**config.mk**
```make
export PLATFORM = sky130hd
export DESIGN_NAME = dmem_loader
export DESIGN_NICKNAME = d
export VERILOG_FILES = /design/src/rtl/dmem_loader.sv
export SDC_FILE = /design/constraint.sdc
export NUM_CORES = 1
export LEC_CHECK = 0
export ABC_AREA = 0
export BUFFER_PORTS_ARGS = -buffer_cell sky130_fd_sc_hd__buf_2
export CORE_ASPECT_RATIO = 0.9
export CORE_UTILIZATION = 45
export CTS_CLUSTER_SIZE = 14
export DETAILED_ROUTE_END_ITERATION = 10
export PLACE_DENSITY = 0.75
export SYNTH_ARGS = -nofsm -noshare
export SYNTH_HDL_FRONTEND = slang
export SYNTH_SLANG_ARGS = --single-unit
```
**constraint.sdc**
```tcl
create_clock -name clk -period 3 [get_ports clk]
set_clock_uncertainty 0.05 [all_clocks]
set_input_delay 0.45 -clock clk [delete_from_list [all_inputs] [get_ports clk]]
set_output_delay 0.45 -clock clk [all_outputs]
set_load 0.005 [all_outputs]
```
**src/rtl/dmem_loader.sv**
```systemverilog
// Streams big-endian bytes into word writes for a data memory starting at BASE.
// Define DMEM_LOADER_CLEAR_EN to zero the whole memory before each load.
module dmem_loader #(
   parameter int unsigned SIZE = 16384,
   parameter logic [31:0] BASE = 32'h0
) (
   input  logic        clk,
   input  logic        rst_n,
   input  logic        start,
   input  logic        inValid,
   input  logic [0:7]  inByte,
   input  logic        inLast,
   output logic        inReady,
   output logic [0:31] addr,
   output logic [0:31] wData,
   output logic        writeEnable,
   output logic [0:1]  dsize,
   output logic        busy,
   output logic        done,
   output logic        error,
   output logic [0:31] wordCount
);

`ifdef DMEM_LOADER_CLEAR_EN
   typedef enum logic [2:0] {IDLE, CLEAR, LOAD, WRITE, DONE} state_t;
`else
   typedef enum logic [2:0] {IDLE, LOAD, WRITE, DONE} state_t;
`endif

   state_t      state;
   state_t      nextState;
   logic [1:0]  byteIdx;
   logic [31:0] wordBuf;
   logic        lastWord;
   logic [31:0] writeAddr;
   logic        overflow;
   logic        accept;
   logic        launch;
`ifdef DMEM_LOADER_CLEAR_EN
   logic [31:0] clearAddr;
`endif

   assign accept    = (state == LOAD) && inValid;
   assign launch    = start && ((state == IDLE) || (state == DONE));
   assign writeAddr = BASE + (wordCount << 2);
   assign overflow  = writeAddr >= 32'(SIZE);
   assign dsize     = 2'b11;

   always_ff @(posedge clk or negedge rst_n) begin
      if (!rst_n) begin
         state <= IDLE;
      end else begin
         state <= nextState;
      end
   end

   // Word assembly, word counter and overflow flag; a new load starts from a clean word.
   always_ff @(posedge clk or negedge rst_n) begin
      if (!rst_n) begin
         wordCount <= 32'd0;
         error     <= 1'b0;
         byteIdx   <= 2'd0;
         wordBuf   <= 32'd0;
         lastWord  <= 1'b0;
`ifdef DMEM_LOADER_CLEAR_EN
         clearAddr <= 32'd0;
`endif
      end else if (launch) begin
         wordCount <= 32'd0;
         error     <= 1'b0;
         byteIdx   <= 2'd0;
         wordBuf   <= 32'd0;
         lastWord  <= 1'b0;
`ifdef DMEM_LOADER_CLEAR_EN
         clearAddr <= 32'd0;
      end else if (state == CLEAR) begin
         clearAddr <= clearAddr + 32'd4;
`endif
      end else if (accept) begin
         case (byteIdx)
            2'd0:    wordBuf[31:24] <= inByte;
            2'd1:    wordBuf[23:16] <= inByte;
            2'd2:    wordBuf[15:8]  <= inByte;
            default: wordBuf[7:0]   <= inByte;
         endcase
         byteIdx  <= byteIdx + 2'd1;
         lastWord <= inLast;
      end else if (state == WRITE) begin
         byteIdx <= 2'd0;
         wordBuf <= 32'd0;
         if (overflow) begin
            error <= 1'b1;
         end else begin
            wordCount <= wordCount + 32'd1;
         end
      end
   end

   always_comb begin
      nextState = state;
      case (state)
         IDLE, DONE: begin
            if (start) begin
`ifdef DMEM_LOADER_CLEAR_EN
               nextState = CLEAR;
`else
               nextState = LOAD;
`endif
            end
         end
`ifdef DMEM_LOADER_CLEAR_EN
         CLEAR: begin
            if (clearAddr == 32'(SIZE - 4)) begin
               nextState = LOAD;
            end
         end
`endif
         LOAD: begin
            if (accept && ((byteIdx == 2'd3) || inLast)) begin
               nextState = WRITE;
            end
         end
         WRITE: begin
            nextState = (overflow || lastWord) ? DONE : LOAD;
         end
         default: nextState = IDLE;
      endcase
   end

   // Outputs decode from state only, so reset drops writeEnable without a clock edge.
   always_comb begin
      inReady     = 1'b0;
      addr        = 32'd0;
      wData       = 32'd0;
      writeEnable = 1'b0;
      busy        = 1'b0;
      done        = 1'b0;
      case (state)
`ifdef DMEM_LOADER_CLEAR_EN
         CLEAR: begin
            busy        = 1'b1;
            writeEnable = 1'b1;
            addr        = clearAddr;
         end
`endif
         LOAD: begin
            busy    = 1'b1;
            inReady = 1'b1;
         end
         WRITE: begin
            busy        = 1'b1;
            addr        = writeAddr;
            wData       = wordBuf;
            writeEnable = !overflow;
         end
         DONE: begin
            done = 1'b1;
         end
         default: begin
         end
      endcase
   end

endmodule

```
Word level (Yosys, flattened, before mapping)
Cells that the tools add are included.
W data, S select, Z words.
{"block": "totals", "mem_bits_rw": 0, "in_bits": 13, "elab_cells": 79, "latch_bits": 0, "rom_bits": 0, "out_inout_bits": 103, "register_bits": 71, "mem_count": 0}
{"block": "classes", "add_sub_neg": 2, "n_bitwise": 0, "multipliers": 0, "n_reduce_logical": 23, "magnitude_cmp": 1, "div": 0, "mux": 30, "shifts": 0, "eq_ne": 14}
{"operator": "$mux W32", "n": 9}
{"operator": "$add A32 B1 Y32 const B", "n": 1}
{"operator": "$ge A32 B15 Y1 const B", "n": 1}
{"operator": "$mux W8", "n": 4}
{"operator": "$mux W1", "n": 10}
{"operator": "$reduce_and A2 Y1", "n": 5}
{"operator": "$ne A3 B1 Y1 const B", "n": 3}
{"operator": "$pmux W3 S3", "n": 1}
{"operator": "$mux W2", "n": 4}
{"operator": "$eq A3 B2 Y1 const B", "n": 2}
{"operator": "$mux W3", "n": 2}
{"operator": "$ne A2 B1 Y1 const B", "n": 3}
{"operator": "$reduce_and A3 Y1", "n": 2}
{"operator": "$reduce_bool A2 Y1", "n": 3}
{"operator": "$eq A2 B2 Y1 const B", "n": 2}
{"operator": "$reduce_or A2 Y1", "n": 2}
{"operator": "$eq A3 B1 Y1 const B", "n": 1}
{"operator": "$logic_and A1 B1 Y1", "n": 3}
{"operator": "$logic_not A3 Y1", "n": 1}
{"operator": "$logic_or A1 B1 Y1", "n": 3}
{"operator": "$ne A3 B2 Y1 const B", "n": 1}
{"operator": "$reduce_bool A3 Y1", "n": 1}
{"operator": "$reduce_or A3 Y1", "n": 1}
{"operator": "$add A2 B1 Y2 const B", "n": 1}
{"operator": "4 further kinds", "n": 4}

Longest topological paths before layout
{"block": "depth", "depth_word": 5, "depth_mapped": 8, "depth_no_buf": 6}

Worst setup path before layout
No wires, ideal clock.
{"block": "synth_timing", "path_type": "reg-to-reg", "start": "register wordCount[8] in the netlist's numbering", "end": "register wordCount[27] in the netlist's numbering", "synth_period_minus_slack_ns": 2.320, "stages_incl_launch_ff": 6, "arrival_time_ns": 2.192, "required_time_ns": 2.873, "n_path_buf": 1, "path_slack_ns": 0.680, "setup_time_ns": 0.077, "path_cell_list": "dfrtp_1 > or4_4 > or4_1 > buf_2 > or4_1 > a21oi_1"}
{"block": "synth_via", "elab_chain_cells": 3}
{"element": "start: declaration", "line": "21", "rtl": "output logic [0:31] wordCount"}
{"element": "start signal: assignment", "line": "94", "rtl": "wordCount <= wordCount + 32'd1;"}
{"element": "$ge A32 B15 Y1", "line": "46", "rtl": "assign overflow = writeAddr >= 32'(SIZE);"}
{"element": "$ne A2 B1 Y1 (no source line)"}
{"element": "$reduce_and A3 Y1 (no source line)"}
No other way between the ends.
A chain may end at the register's enable or synchronous reset.

Worst setup path after layout
{"block": "layout_timing", "start": "register wordCount[8] in the netlist's numbering", "end": "output port writeEnable"}
{"block": "layout_via", "elab_chain_cells": 3}
{"element": "$ge A32 B15 Y1", "line": "46"}
{"element": "$logic_not A1 Y1", "line": "154", "rtl": "writeEnable = !overflow;"}
{"element": "$mux W1", "line": "138", "rtl": "case (state)"}
{"element": "end: declaration", "line": "16", "rtl": "output logic writeEnable,"}
No other way between the ends.

==> key figures <==
Run status
  • Status: completed

Setup path
  • Crit path buffers/inverters: 2
  • Arrival @ worst endpoint: 2.09 ns
  • Startpoint types: flop
  • Worst-path fanout max: 7
  • Kind of cell adding the most delay to the critical path: simple AND/OR/NAND/NOR gates
  • Worst path max stage delay: 0.57 ns
  • Crit-path cells: or4_4 -> nor4_1 -> buf_4 -> and3_1 -> buf_2
  • Kind of critical path: reg2out
  • CP required: 2.50 ns
  • Slowest CP cell: or4_4
  • Worst setup EP type: output pin

Route
  • Via count: 2811
  • Post-Route WL: 8.30 mm
  • Drt pass-1 iters: 4
  • DRT iter0 DRCs: 144
  • Antenna-violating nets left: 0
  • Remaining DRCs: 0
  • Vias per inst: 5.23
  • Wire length per cell: 15.5 um

Global route
  • Total gr overflow: 0
  • Total GRT Usage: 0.217
  • Global-route wire length before repair: 13.5 mm
  • Initial antenna violation count: 0
  • Number of global-route vias before repair: 2713
  • Largest net degree at the start of global routing: 42

Min path
  • Worst hold path type: in2async

Timing
  • Slew HR: 0.399
  • Hold Vio Cnt, Final: 0
  • Slew Limit Fails: 0
  • Worst-margin pin slew: 0.901 ns
  • Setup ws final: 0.414 ns
  • RSZ-0062 raised after global routing: no
  • Tmin final: 2.59 ns
  • Fmax: 0.387 GHz
  • Final period util: 0.862
  • Setup violations, final: 0
  • Setup TNS: 0 ns

Power and ir drop
  • Sw Pwr: 1.12 mW
  • Seq pwr share: 0.403
  • Lkg Pwr: 2.47 nW
  • Cell Int Power: 2.19 mW
  • Clock network power share: 0.264
  • Tot Pwr: 3.30 mW
  • Combinational fraction of design power: 0.333
  • Worst vdd ir: 0.349 mV
  • PwrDens: 750 nW/um^2
  • Sw Ratio: 0.338

Floorplan
  • Core area: 7620 um^2
  • Starting Density: 0.467
  • Die height: 86.4 um
  • Die width: 95.8 um
  • Die area: 8280 um^2
  • I/O pins: 116
  • Cell Rows: 30

Logic synthesis
  • FF+latch count, synth: 70
  • Synthesized area: 3560 um^2
  • Post-synth top area share: 0.492
  • Cell count after synthesis: 331
  • Register area share after synthesis: 0.492
  • Yosys warning total: 0
  • Synth Area per Inst: 10.8 um^2
  • Largest cells by area after synthesis: dfrtp_1, and2_1, mux2_2
  • Area leader, netlist: dfrtp_1
  • Unique masters post-synth: 35

CTS
  • CTS tree: yes
  • CTS sink cnt: 70
  • TritonCTS Buffers: 9
  • Post-CTS setup buffer count: 0
  • Clock Tree Buf Depth: 2
  • CTS resizes: 0
  • Root buf cell: clkbuf_8
  • CTS Hold Bufs: 0
  • Clk pin slew, worst setup/hold paths: 0.08 ns
  • Clk Latency, worst-skew pair: 0.35 ns
  • H-tree depth: 3

Cells and area
  • Ratio of cells with drive above 1 in the final layout: 0.397
  • Antenna Cells: 0
  • Total Nets Final: 459
  • Most frequent cells in the layout: buf_2, and2_1, dfrtp_1
  • Layout area overhead: 23.7%
  • Commonest non-fill, non-tap cell in the layout: buf_2
  • Fillers: 638
  • Final Cell Area: 4410 um^2
  • Layout Cells excl Fill: 537

Place
  • Port bufs: 111
  • Area after DPL: 4170 um^2
  • Final Wtd Congestion: 0.720
  • Setup WS pre-CTS: 0.530 ns
  • Hpwl dp: 5.92 mm
  • Placed cells: 521

Job
  • Max-Cap Viols: 0
state kept, by name (all words and copies together), names as in the netlist:
signal,cells
wordBuf,32
wordCount,32
byteIdx,2
state,2
error,1
lastWord,1
layout make-up:
cell class,count,area [um^2],share of cell area
clock buffers,11,151,0.0344
clock inverters,5,81.3,0.0185
multi-input cells,229,1670,0.378
inverters,9,33.8,0.00767
flip-flops and latches,70,1750,0.398
well taps,96,120,0.0273
repair buffers,117,601,0.136
kinds of logic after synthesis:
group / Yosys count / share of synthesized area
adder cells (fa/ha/maj): 10 / 0.0351
AND/OR/NAND/NOR: 143 / 0.253
flip-flops: 70 / 0.492
buffers and inverters: 34 / 0.0429
other: 2 / 0.00211
AO/OA/AOI/OAI: 40 / 0.0741
multiplexers: 32 / 0.101
Yosys cell counts, drive strengths merged:
master and number:
and2 83, dfrtp 70, mux2 32, clkbuf 18, a21oi 17, and3 10, ha 10, inv 9
nand2 9, or4 9, nand3 8, buf 7, nor2 6, o41ai 6, a21o 5, nor4 5
or4b 5, o21ai 3, o31ai 3, conb 2, nand4 2, o21a 2, or3 2, a31oi 1
a41o 1, and4 1, nand4b 1, nor2b 1, o31a 1, o32a 1, or2 1
worst paths after layout:
check / slack (ns) / startpoint / endpoint / cells past startpoint
max in group asynchronous: 1.97 / rst_n / state[0] / 2
min in group clk: 0.32 / inLast / lastWord / 3
min: 0.17 / rst_n / wordCount[22] / 1
max: 0.41 / wordCount[8] / writeEnable / 5
max reg2reg: 0.52 / state[1] / wordCount[23] / 6
min reg2reg: 0.44 / wordCount[0] / wordCount[0] / 1
per-stage QoR:
step | util | hold WS, ns
6_report | 0.578 | 0.172
5_1_grt | 0.578 | 0.239
4_1_cts | 0.578 | 0.210
3_5_place_dp | 0.548 | 0.416
3_3_place_gp | 0.548 | 0.414
2_1_floorplan | - | 0.104
per-layer routing:
metal | global-route usage | share of wire | up-vias
met5 | 0 | 0 | -
li1 | - | - | 1347
met1 | 0.305 | 0.47 | 1377
met4 | 0.0977 | 0.017 | 0
met2 | 0.320 | 0.46 | 76
met3 | 0.0518 | 0.046 | 11
power groups by stage:
stage               combinational (mW)  clock [mW]  sequential [mW]
detailed placement                1.11           0             1.35
floorplan                        0.813           0             1.30
global placement                  1.07           0             1.33
finish                            1.10       0.871             1.33
global route                      1.22       0.931             1.37
CTS                               1.12       0.890             1.33
worst register-to-register path, stage by stage, from the launching register on:
cell	delay, ns
dfrtp_1	0.40
inv_1	0.08
ha_1	0.23
and2_1	0.34
or4_4	0.64
or4b_1	0.50
a21oi_1	0.16
No activity file was read; power rests on OpenSTA's default activity.
